--- config.mk ---
export PLATFORM = sky130hd
export DESIGN_NAME = pipe_skid_latch_flat
export DESIGN_NICKNAME = d
export VERILOG_FILES = /design/src/rtl/pipe_skid_latch_if.sv /design/src/rtl/pipe_skid_latch.sv /design/src/flat_wrapper.sv
export SDC_FILE = /design/constraint.sdc
export NUM_CORES = 1
export LEC_CHECK = 0
export ABC_AREA = 1
export ABC_CLOCK_PERIOD_IN_PS = 1550
export CAP_MARGIN = 10
export CORE_MARGIN = 4
export CORE_UTILIZATION = 45
export DETAILED_ROUTE_END_ITERATION = 7
export GPL_TIMING_DRIVEN = 0
export MAX_ROUTING_LAYER = met4
export PLACE_DENSITY_LB_ADDON = 0.2
export SYNTH_ARGS = -nofsm -noshare
export SYNTH_HDL_FRONTEND = slang
export SYNTH_SLANG_ARGS = --single-unit
--- constraint.sdc ---
create_clock -name clk -period 1.55 [get_ports clk]
set_input_delay 0.31 -clock clk [delete_from_list [all_inputs] [get_ports clk]]
set_output_delay 0.31 -clock clk [all_outputs]
set_load 0.005 [all_outputs]
--- src/rtl/pipe_skid_latch_if.sv ---
// -----------------------------------------------------------------------------
// pipe_skid_latch_if
// Handshake bundle between two pipeline stages through a pipe_skid_latch.
//
// Signals:
//   in_valid        upstream offers an entry
//   in_ready        latch can take an entry this edge
//   in_instruction  upstream instruction     [INST_WIDTH]
//   in_pc_4         upstream PC+4            [PC_WIDTH]
//   out_valid       out_* carry a valid entry
//   out_ready       downstream consumes the head entry this edge
//   out_instruction head instruction         [INST_WIDTH]
//   out_pc_4        head PC+4                [PC_WIDTH]
//
// Modports:
//   master - the surrounding stages (drive in_* and out_ready)
//   slave  - the latch itself
// -----------------------------------------------------------------------------
interface pipe_skid_latch_if #(
    parameter int INST_WIDTH = 32,
    parameter int PC_WIDTH   = 32
);
    logic                  in_valid;
    logic                  in_ready;
    logic [INST_WIDTH-1:0] in_instruction;
    logic [PC_WIDTH-1:0]   in_pc_4;
    logic                  out_valid;
    logic                  out_ready;
    logic [INST_WIDTH-1:0] out_instruction;
    logic [PC_WIDTH-1:0]   out_pc_4;

    modport master (
        output in_valid,
        output in_instruction,
        output in_pc_4,
        output out_ready,
        input  in_ready,
        input  out_valid,
        input  out_instruction,
        input  out_pc_4
    );

    modport slave (
        input  in_valid,
        input  in_instruction,
        input  in_pc_4,
        input  out_ready,
        output in_ready,
        output out_valid,
        output out_instruction,
        output out_pc_4
    );
endinterface

--- src/rtl/pipe_skid_latch.sv ---
// -----------------------------------------------------------------------------
// pipe_skid_latch
// Handshaked pipeline-stage register with a 2-entry skid buffer. The upstream
// ready is decoded from registered state only, so downstream back-pressure
// never forms a combinational path across stages. Supports per-stage flush
// (bubble insertion) and a global enable that freezes the stage.
//
// Optional feature macro: PIPE_LATCH_STATS_EN
//   When defined, adds saturating stall/flush statistics counters.
//
// Ports:
//   clk          clock, all state updates on posedge
//   rst          synchronous active-high reset
//   i_cpu_en     global enable; 0 freezes all state except rst/flush
//   i_flush      discard all held entries this edge
//   bus          pipe_skid_latch_if.slave handshake bundle
//   o_stall_cnt  cycles with a valid head blocked downstream (macro only)
//   o_flush_cnt  flushes that discarded at least one entry (macro only)
// -----------------------------------------------------------------------------
module pipe_skid_latch #(
    parameter int                    INST_WIDTH = 32,
    parameter int                    PC_WIDTH   = 32,
    parameter logic [INST_WIDTH-1:0] NOP_INST   = 32'h0000_0013,
    parameter int                    CNT_WIDTH  = 16
) (
    input  logic clk,
    input  logic rst,
    input  logic i_cpu_en,
    input  logic i_flush,
    pipe_skid_latch_if.slave bus
`ifdef PIPE_LATCH_STATS_EN
    ,
    output logic [CNT_WIDTH-1:0] o_stall_cnt,
    output logic [CNT_WIDTH-1:0] o_flush_cnt
`endif
);

    // Encoding chosen so bit 0 means "main valid" and bit 1 means "skid valid".
    typedef enum logic [1:0] {
        ST_EMPTY = 2'b00,
        ST_FULL  = 2'b01,
        ST_SKID  = 2'b11
    } state_t;

    if (CNT_WIDTH < 1) begin : g_cnt_width_check
        $error("CNT_WIDTH must be at least 1");
    end

    state_t                r_state;
    logic [INST_WIDTH-1:0] r_main_inst;
    logic [PC_WIDTH-1:0]   r_main_pc;
    logic [INST_WIDTH-1:0] r_skid_inst;
    logic [PC_WIDTH-1:0]   r_skid_pc;

    state_t                w_state_nxt;
    logic [INST_WIDTH-1:0] w_main_inst_nxt;
    logic [PC_WIDTH-1:0]   w_main_pc_nxt;
    logic [INST_WIDTH-1:0] w_skid_inst_nxt;
    logic [PC_WIDTH-1:0]   w_skid_pc_nxt;

    logic w_out_valid;
    logic w_in_ready;
    logic w_accept;
    logic w_drain;

    // Handshake flags are pure decodes of the state register.
    assign w_out_valid = (r_state != ST_EMPTY);
    assign w_in_ready  = (r_state != ST_SKID);
    assign w_accept    = i_cpu_en & bus.in_valid & w_in_ready;
    assign w_drain     = i_cpu_en & w_out_valid & bus.out_ready;

    assign bus.out_valid       = w_out_valid;
    assign bus.in_ready        = w_in_ready;
    assign bus.out_instruction = r_main_inst;
    assign bus.out_pc_4        = r_main_pc;

    // Next-state and storage update selection.
    always_comb begin
        w_state_nxt     = r_state;
        w_main_inst_nxt = r_main_inst;
        w_main_pc_nxt   = r_main_pc;
        w_skid_inst_nxt = r_skid_inst;
        w_skid_pc_nxt   = r_skid_pc;

        if (i_flush) begin
            // Flush wins over enable; a same-cycle drain was already sampled
            // downstream, and a same-cycle accept is simply dropped.
            w_state_nxt     = ST_EMPTY;
            w_main_inst_nxt = NOP_INST;
            w_main_pc_nxt   = {PC_WIDTH{1'b0}};
        end else if (i_cpu_en) begin
            case (r_state)
                ST_EMPTY: begin
                    if (w_accept) begin
                        w_state_nxt     = ST_FULL;
                        w_main_inst_nxt = bus.in_instruction;
                        w_main_pc_nxt   = bus.in_pc_4;
                    end else begin
                        w_state_nxt = ST_EMPTY;
                    end
                end
                ST_FULL: begin
                    if (w_accept && w_drain) begin
                        w_state_nxt     = ST_FULL;
                        w_main_inst_nxt = bus.in_instruction;
                        w_main_pc_nxt   = bus.in_pc_4;
                    end else if (w_accept) begin
                        // Downstream stalled: park the new entry behind main.
                        w_state_nxt     = ST_SKID;
                        w_skid_inst_nxt = bus.in_instruction;
                        w_skid_pc_nxt   = bus.in_pc_4;
                    end else if (w_drain) begin
                        w_state_nxt     = ST_EMPTY;
                        w_main_inst_nxt = NOP_INST;
                        w_main_pc_nxt   = {PC_WIDTH{1'b0}};
                    end else begin
                        w_state_nxt = ST_FULL;
                    end
                end
                ST_SKID: begin
                    // in_ready is low here, so only the drain can happen.
                    if (w_drain) begin
                        w_state_nxt     = ST_FULL;
                        w_main_inst_nxt = r_skid_inst;
                        w_main_pc_nxt   = r_skid_pc;
                    end else begin
                        w_state_nxt = ST_SKID;
                    end
                end
                default: begin
                    // Unreachable encoding: fall back to a clean bubble.
                    w_state_nxt     = ST_EMPTY;
                    w_main_inst_nxt = NOP_INST;
                    w_main_pc_nxt   = {PC_WIDTH{1'b0}};
                end
            endcase
        end else begin
            w_state_nxt = r_state;
        end
    end

    // State and storage registers with synchronous reset.
    always_ff @(posedge clk) begin
        if (rst) begin
            r_state     <= ST_EMPTY;
            r_main_inst <= NOP_INST;
            r_main_pc   <= {PC_WIDTH{1'b0}};
            r_skid_inst <= {INST_WIDTH{1'b0}};
            r_skid_pc   <= {PC_WIDTH{1'b0}};
        end else begin
            r_state     <= w_state_nxt;
            r_main_inst <= w_main_inst_nxt;
            r_main_pc   <= w_main_pc_nxt;
            r_skid_inst <= w_skid_inst_nxt;
            r_skid_pc   <= w_skid_pc_nxt;
        end
    end

`ifdef PIPE_LATCH_STATS_EN
    logic [CNT_WIDTH-1:0] r_stall_cnt;
    logic [CNT_WIDTH-1:0] r_flush_cnt;
    logic                 w_stall_evt;
    logic                 w_flush_evt;

    function automatic logic [CNT_WIDTH-1:0] sat_inc(input logic [CNT_WIDTH-1:0] v);
        if (&v) begin
            return v;
        end else begin
            return v + CNT_WIDTH'(1'b1);
        end
    endfunction

    assign w_stall_evt = i_cpu_en & w_out_valid & ~bus.out_ready;
    assign w_flush_evt = i_flush & w_out_valid;

    // Saturating statistics counters; only rst clears them.
    always_ff @(posedge clk) begin
        if (rst) begin
            r_stall_cnt <= {CNT_WIDTH{1'b0}};
            r_flush_cnt <= {CNT_WIDTH{1'b0}};
        end else begin
            if (w_stall_evt) begin
                r_stall_cnt <= sat_inc(r_stall_cnt);
            end else begin
                r_stall_cnt <= r_stall_cnt;
            end
            if (w_flush_evt) begin
                r_flush_cnt <= sat_inc(r_flush_cnt);
            end else begin
                r_flush_cnt <= r_flush_cnt;
            end
        end
    end

    assign o_stall_cnt = r_stall_cnt;
    assign o_flush_cnt = r_flush_cnt;
`else
`endif

endmodule

--- src/flat_wrapper.sv ---
// flat-port wrapper written by rule: the top's interface ports become plain ports
module pipe_skid_latch_flat 
#(
    parameter int                    INST_WIDTH = 32,
    parameter int                    PC_WIDTH   = 32,
    parameter logic [INST_WIDTH-1:0] NOP_INST   = 32'h0000_0013,
    parameter int                    CNT_WIDTH  = 16
)
  (clk, rst, i_cpu_en, i_flush, bus_in_valid, bus_in_instruction, bus_in_pc_4, bus_out_ready, bus_in_ready, bus_out_valid, bus_out_instruction, bus_out_pc_4);
  pipe_skid_latch_if #(.INST_WIDTH(INST_WIDTH), .PC_WIDTH(PC_WIDTH)) bus_i ();
  input  logic clk;
  input  logic rst;
  input  logic i_cpu_en;
  input  logic i_flush;
  input wire logic [$bits(bus_i.in_valid)-1:0] bus_in_valid;
  input wire logic [$bits(bus_i.in_instruction)-1:0] bus_in_instruction;
  input wire logic [$bits(bus_i.in_pc_4)-1:0] bus_in_pc_4;
  input wire logic [$bits(bus_i.out_ready)-1:0] bus_out_ready;
  output wire logic [$bits(bus_i.in_ready)-1:0] bus_in_ready;
  output wire logic [$bits(bus_i.out_valid)-1:0] bus_out_valid;
  output wire logic [$bits(bus_i.out_instruction)-1:0] bus_out_instruction;
  output wire logic [$bits(bus_i.out_pc_4)-1:0] bus_out_pc_4;
  assign bus_i.in_valid = bus_in_valid;
  assign bus_i.in_instruction = bus_in_instruction;
  assign bus_i.in_pc_4 = bus_in_pc_4;
  assign bus_i.out_ready = bus_out_ready;
  assign bus_in_ready = bus_i.in_ready;
  assign bus_out_valid = bus_i.out_valid;
  assign bus_out_instruction = bus_i.out_instruction;
  assign bus_out_pc_4 = bus_i.out_pc_4;
  pipe_skid_latch #(.INST_WIDTH(INST_WIDTH), .PC_WIDTH(PC_WIDTH), .NOP_INST(NOP_INST), .CNT_WIDTH(CNT_WIDTH)) u_core (.clk(clk), .rst(rst), .i_cpu_en(i_cpu_en), .i_flush(i_flush), .bus(bus_i));
endmodule
==> reports/results.env, run 1 <==
RUN_STATUS='completed'
NUMBER_OF_ITERATIONS_IN_THE_FIRST_DETAILED_ROUTING_PASS=5
CRIT_PATH_START_KIND='flop'
POSTROUTEWIRELENGTH_UM=15800
FINALNETCOUNT=1040
CLOCK_LATENCY_ON_THE_WORST_SKEW_PAIR_NS=0.41
YOSYSUNIQUECELLTYPES=21
LAYOUT.CELLS.NON_FILLER=1147
DIE_X_UM=120
FIRST_GLOBAL_VIAS=5131
CLOCK.FMAX_MHz=651
FILLERINSTANCES=1136
CRITICAL_PATH.ENDPOINT_TYPE='output pin'
SYN-INSTANCE-COUNT=808
CLOCKROOTBUFFER='clkbuf_16'
PLACEDINSTANCEAREA_UM2=7230
DRCVIOLATIONCOUNT=0
PINS_OVER_THEIR_SLEW_LIMIT=0
TRITONCTS_NUM_SINKS=130
SYNTH_SEQ_CELLS=130
LAYOUT.CELLS.MOST_COMMON_LIST='nand2_1 (381), dfxtp_1 (126), a21oi_1 (119), clkdlybuf4s50_1 (68)'
SYNTH.YOSYS.SEQ_AREA_SHARE_PCT=45.8
DRV.MAX_CAP_VIOLATION_COUNT=0
FINAL_MIN_PERIOD_OVER_CLOCK_PERIOD_PCT=99.0
RSZ0062_AT_GRT='yes'
HOLD_BUFFERS=0
SETUP.REG_TO_REG.WORST_SLACK_NS=0.05
WORST-SLEW-PIN-TRANSITION_NS=0.524
REPORT.FINAL.SETUP_VIOL=0
NUMPLACEDINSTANCES=1110
DESIGN.CORE.AREA_UM2=12200
TOP_LEVEL_PORTS=136
HOLD_VIOL_FINAL=0
SYN-MEAN-INSTANCE-AREA_UM2=7.03
CRIT_ARRIVAL_NS=1.23
DIE_AREA_UM2=14500
FINAL-SEQ-AREA_UM2=2610
GRT_PASS1_WL_UM=25200
PORT_BUFFERS=134
CLOCK-SKEW-FINAL_NS=0.00497
CTSLONGESTPATHBUFFERS=2
YOSYSWARNINGS=0
R2R_END='u_core.r_skid_pc[5]'
PIN_COUNT_OF_THE_BIGGEST_NET_ENTERING_GLOBAL_ROUTING=17
CLK_PIN_SLEW_NS=0.05
TIMING.SLEW.HEADROOM_PCT=65.1
FIRST_ITER_VIOLATIONS=461
ROUTABILITYCONGESTION=0.815
CRITICAL_PATH.MAX_FANOUT=5
R2R.WORST_PATH.CELLS=8
TRITONCTS='done'
SYNTHESIS.AREA_UM2=5680
CELL_LEAKAGE_POWER_nW=3.32
AREA_GROWTH_PCT=37.4
GRT_OVERFLOW=0
FINAL_CELL_AREA_UM2=7800
ANTENNA_VIOLATING_NETS_POST_ROUTE=0
FIN_CRIT_NS=1.54
ROUTED_WIRE_LENGTH_PER_INSTANCE_UM=13.8
ROUTED-VIA-COUNT=5704
HOLDWS_NS=0.123
WORST_HOLD_PATH_TYPE='input port to flop'
LAYOUT_COMMONEST_CELL='nand2_1'
CP.REQUIRED_NS=1.24
POSTSYNTHNETCOUNT=878
DIEHEIGHT_UM=120
GLOBAL_ROUTING_USAGE_SUMMED_ACROSS_ALL_ROUTING_LAYERS_PCT=22.3
MIN_DELAY_WORST_ENDPOINT='u_core.r_state[1]'
CRITICAL_PATH.REG2REG.STARTPOINT='u_core.r_state[1]'
FRACTION_OF_FINAL_LAYOUT_CELLS_WITH_DRIVE_STRENGTH_GREATER_THAN_1_PCT=12.3
CELLPOWERDENSITY_nW_PER_UM2=993
START_UTIL_PCT=46.7
CTSHTREEMAXLEVEL=4
HOLD_PATH_STARTPOINT='i_cpu_en'
TIMING_WORST_SETUP_PATH_TYPE='flop to output pin'
CTS_MADE_BUFFERS=17
INITIAL_ANTENNA_VIOLATION_COUNT=0
DETAILED_PLACE_HPWL_UM=10500
TOTAL_POWER_mW=7.75
VDD.IR_DROP.WORST_uV=625
NUMBER_OF_STANDARD_CELL_ROWS_IN_THE_FLOORPLAN=40
MULTI_INPUT_AREA_UM2=2720
ANTENNA_CELLS_INSERTED=0
MIN_PATH_CELLS=2
POST_DRT_VIA_CELL_RATIO=4.97
-- worst max-delay path by stage --
stage	startpoint	end	slack [ns]	cells after the start
floorplan	i_cpu_en	u_core.bus.out_instruction[10]	0.24	9
global placement	bus_out_ready	u_core.r_skid_inst[7]	-0.37	8
detailed placement	bus_out_ready	u_core.r_skid_pc[5]	-0.40	8
CTS	u_core.r_state[1]	bus_out_valid	-0.007	3
global route	u_core.r_state[0]	u_core.r_skid_inst[30]	-0.06	8
finish	u_core.r_state[1]	bus_in_ready	0.01	2
-- final cells by class --
| class | instances | area share [%] |
|---|---|---|
| buffer | 58 | 5.42 |
| clock buffer | 28 | 6.37 |
| inverter | 9 | 0.433 |
| multi-input combinational | 612 | 34.8 |
| sequential | 130 | 33.5 |
| tap | 168 | 2.69 |
| timing repair buffer | 142 | 16.8 |
-- flip-flops by register name, summed over array words and instances (netlist names) --
register and cells:
u_core.bus.out_instruction 32, u_core.r_skid_pc 32, u_core.r_skid_inst 32, u_core.r_state 2, u_core.bus.out_pc_4 32
-- metal layers --
| metal | global-route usage [%] | vias to the layer above | routed length, um |
|---|---|---|---|
| met5 | - | - | 0 |
| met1 | 29.2 | 2606 | 7240 |
| met4 | 7.29 | 0 | 195 |
| li1 | - | 2915 | - |
| met2 | 33.6 | 165 | 7330 |
| met3 | 6.13 | 18 | 1030 |
-- Yosys cell counts (all sizes together) --
cell / n / area [um2]
nand2: 397 / 1530
a21oi: 130 / 692
dfxtp: 130 / 2600
nand3: 66 / 343
buf: 45 / 319
clkbuf: 13 / 48.8
inv: 9 / 33.8
nor2: 8 / 48.8
o21ai: 7 / 35.0
nand4: 1 / 6.26
nor3: 1 / 10.0
o31ai: 1 / 7.51
-- per-stage QoR --
stage          setup slack, ns  util, %  setup TNS, ns
4_1_cts               -0.00712     63.0        -0.0118
5_1_grt                -0.0570     64.1          -1.21
3_3_place_gp            -0.370     59.4         -41.33
6_report                0.0150     64.1              0
2_1_floorplan            0.235        -              0
3_5_place_dp            -0.404     59.4         -42.25
-- cell families after synthesis --
group,after synthesis,synth area share (%)
AOI/OAI and AO/OA,138,12.9
buffers and inverters,67,7.08
and+or+nand+nor,473,34.1
DFF,130,45.8
-- power by group --
part	total [mW]	switching (mW)	internal [mW]
sequential	3.42	0.0255	3.39
clock	3.45	1.31	2.13
combinational	0.883	0.475	0.409
total	7.75	1.81	5.94
-- what timing repair did --
item                       CTS  global route
setup endpoints to repair   93           123
cloned                       0             3
setup buffers                0             6
pin swaps                    0             4
gates resized for setup     74            33
-- worst max-delay path, cell delays in order, from the launching register on --
cell	delay [ns]
dfxtp_2	0.38
nand2_1	0.12
dlygate4sd2_1	0.31
Note: power is estimated with default switching activity, not from simulation.
==> run 2, diff against run 1 <==
- CORE_MARGIN: 4 -> 2
==> run 2 against run 1 <==
Net effect: clock power increased by 7.0%; global-route usage increased by 1.9 points; register-to-register slack about the same; largest power group unchanged; flip-flop and latch count unchanged; fmax decreased by 1.9%; sequential power about the same; non-clock buffer count increased by 1; critical endpoint unchanged; combinational power increased by 2.8%; the run now ends with setup timing left.
==> reports/results.env, run 2 (synthesis gave the netlist of run 1 again) <==
REPORT.FINAL.SETUP_VIOL=1  # +1
DETAILED_PLACE_HPWL_UM=10500  # -0.79%
CLOCKROOTBUFFER='clkbuf_16'
LAYOUT.CELLS.NON_FILLER=1156  # +0.78%
TIMING.SLEW.HEADROOM_PCT=67.6  # +2.6 points
NUMBER_OF_STANDARD_CELL_ROWS_IN_THE_FLOORPLAN=41  # +2.5%
CRIT_ARRIVAL_NS=1.26  # +0.03 ns
RUN_STATUS='finished with violations'
ROUTED-VIA-COUNT=5697  # -0.12%
CLK_PIN_SLEW_NS=0.06  # about the same
ROUTED_WIRE_LENGTH_PER_INSTANCE_UM=13.8  # about the same
HOLD_VIOL_FINAL=0  # unchanged
CELLPOWERDENSITY_nW_PER_UM2=1010  # +1.9%
TOTAL_POWER_mW=8.02  # +3.4%
CP.REQUIRED_NS=1.24  # about the same
PORT_BUFFERS=134  # unchanged
DIE_AREA_UM2=13500  # -6.5%
NUMPLACEDINSTANCES=1114  # +0.36%
CRITICAL_PATH.MAX_FANOUT=5  # unchanged
CLOCK-SKEW-FINAL_NS=0.00907  # +0.00410 ns
LAYOUT_SETUP_WS_NS=-0.0155  # -0.0305 ns
CRIT_PATH_START_KIND='flop'
FINAL_CELL_AREA_UM2=7920  # +1.5%
AREA_GROWTH_PCT=39.5
FIRST_GLOBAL_VIAS=5133  # +0.039%
FIN_CRIT_NS=1.57  # +0.0305 ns
LAYOUT.CELLS.MOST_COMMON_LIST='nand2_1 (381), a21oi_1 (119), dfxtp_1 (118), clkdlybuf4s50_1 (67), nand3_1 (65)'
ROUTABILITYCONGESTION=0.814  # -0.11%
DRCVIOLATIONCOUNT=0  # unchanged
CTSHTREEMAXLEVEL=4  # unchanged
CTS_MADE_BUFFERS=17  # unchanged
CELL_LEAKAGE_POWER_nW=3.37  # +1.5%
CTSLONGESTPATHBUFFERS=2  # unchanged
DIE_X_UM=116  # -3.3%
TRITONCTS='done'
FINAL_MIN_PERIOD_OVER_CLOCK_PERIOD_PCT=101  # +2.0 points
DIEHEIGHT_UM=116  # -3.3%
FIRST_ITER_VIOLATIONS=345  # -25%
ANTENNA_VIOLATING_NETS_POST_ROUTE=0  # unchanged
FINALNETCOUNT=1041  # +0.096%
INITIAL_ANTENNA_VIOLATION_COUNT=0  # unchanged
TRITONCTS_NUM_SINKS=130  # unchanged
CRITICAL_PATH.ENDPOINT_TYPE='output pin'
VDD.IR_DROP.WORST_uV=551  # -12%
PLACEDINSTANCEAREA_UM2=7230  # about the same
MET2ROUTEDLENGTH_UM=7360  # +0.37%
PRE_CTS_SLACK_NS=-0.436  # -0.0328 ns
FRACTION_OF_FINAL_LAYOUT_CELLS_WITH_DRIVE_STRENGTH_GREATER_THAN_1_PCT=14.3  # +2.1 points
CLOCK_LATENCY_ON_THE_WORST_SKEW_PAIR_NS=0.42  # about the same
WORST_HOLD_PATH_TYPE='input port to flop'
PIN_COUNT_OF_THE_BIGGEST_NET_ENTERING_GLOBAL_ROUTING=17  # unchanged
ANTENNA_CELLS_INSERTED=0  # unchanged
NUMBER_OF_ITERATIONS_IN_THE_FIRST_DETAILED_ROUTING_PASS=5  # unchanged
RSZ0062_AT_GRT='yes'
START_UTIL_PCT=45.5  # -1.1 points
DESIGN.CORE.AREA_UM2=12500  # +2.5%
CLOCK.FMAX_MHz=639  # -1.9%
POST_DRT_VIA_CELL_RATIO=4.93  # -0.90%
TOP_LEVEL_PORTS=136  # unchanged
LAYOUT_COMMONEST_CELL='nand2_1'
DRV.MAX_CAP_VIOLATION_COUNT=0  # unchanged
GRT_PASS1_WL_UM=24900  # -1.2%
HIGHEST_SIGNAL_LAYER_IN_THE_ROUTED_DESIGN='met4'
GLOBAL_ROUTING_USAGE_SUMMED_ACROSS_ALL_ROUTING_LAYERS_PCT=24.2  # +1.9 points
WORST-SLEW-PIN-TRANSITION_NS=0.485  # -0.0386 ns
PINS_OVER_THEIR_SLEW_LIMIT=0  # unchanged
POSTROUTEWIRELENGTH_UM=15900  # +0.70%
HOLD_BUFFERS=0  # unchanged
DETAIL_ROUTE.WIRELENGTH.MET1_UM=7380  # +1.9%
VIOLATIONS='setup timing'
FINAL_CORE_UTIL_PCT=63.5  # -0.64 points
GRT_OVERFLOW=0  # unchanged
TIMING_WORST_SETUP_PATH_TYPE='flop to output pin'
MET3_LENGTH_UM=1000  # -2.6%
## run 2: layout make-up
class,instances,area [um2]
Tap cell,172,215
Sequential cell,130,2620
Clock inverter,12,85.1
Inverter,9,36.3
Multi-Input combinational cell,612,2720
Clock buffer,20,467
Timing Repair Buffer,143,1350
Buffer,58,422
Fill cell,1180,4550
## run 2: where the power goes
group | internal, mW | leakage (nW) | switching (mW) | total (mW)
clock | 2.16 | 0.252 | 1.53 | 3.69
combinational | 0.421 | 2.06 | 0.487 | 0.908
sequential | 3.39 | 1.05 | 0.0265 | 3.42
total | 5.97 | 3.37 | 2.04 | 8.02
## run 2: through the flow
stage	hold WS [ns]	TNS, ns
after floorplan	0.437	0
after global placement	0.448	-45.83
after detailed placement	0.450	-45.79
after CTS	0.109	-0.0140
after global routing	0.122	-0.508
final	0.121	-0.0155
## run 2: critical path, stage by stage, from the launching register on
cell           delay [ns]
dfxtp_4              0.39
nand2_1              0.13
dlygate4sd2_1        0.32
## run 2: final timing paths
| path | start | to | slack [ns] | depth (start not counted) |
|---|---|---|---|---|
| hold reg to reg | u_core.bus.out_pc_4[5] | u_core.bus.out_pc_4[5] | 0.46 | 2 |
| hold / removal | i_cpu_en | u_core.r_state[1] | 0.12 | 2 |
| setup / recovery | u_core.r_state[1] | bus_in_ready | -0.02 | 2 |
| setup reg to reg | u_core.r_state[0] | u_core.r_skid_pc[19] | 0.06 | 7 |
## run 2: repair_timing
item                       in CTS  in global routing
setup endpoints to repair     108                126
gates resized for setup        81                 40
gates cloned                    0                  4
hold endpoints to repair        0                  0
pin swaps                       0                  4
buffers inserted                0                  6
## run 2: metal layers
metal / vias to the layer above / GRT usage, %
met5: - / -
met1: 2586 / 31.8
met2: 168 / 37.3
li1: 2926 / -
met4: 0 / 7.22
met3: 17 / 5.71
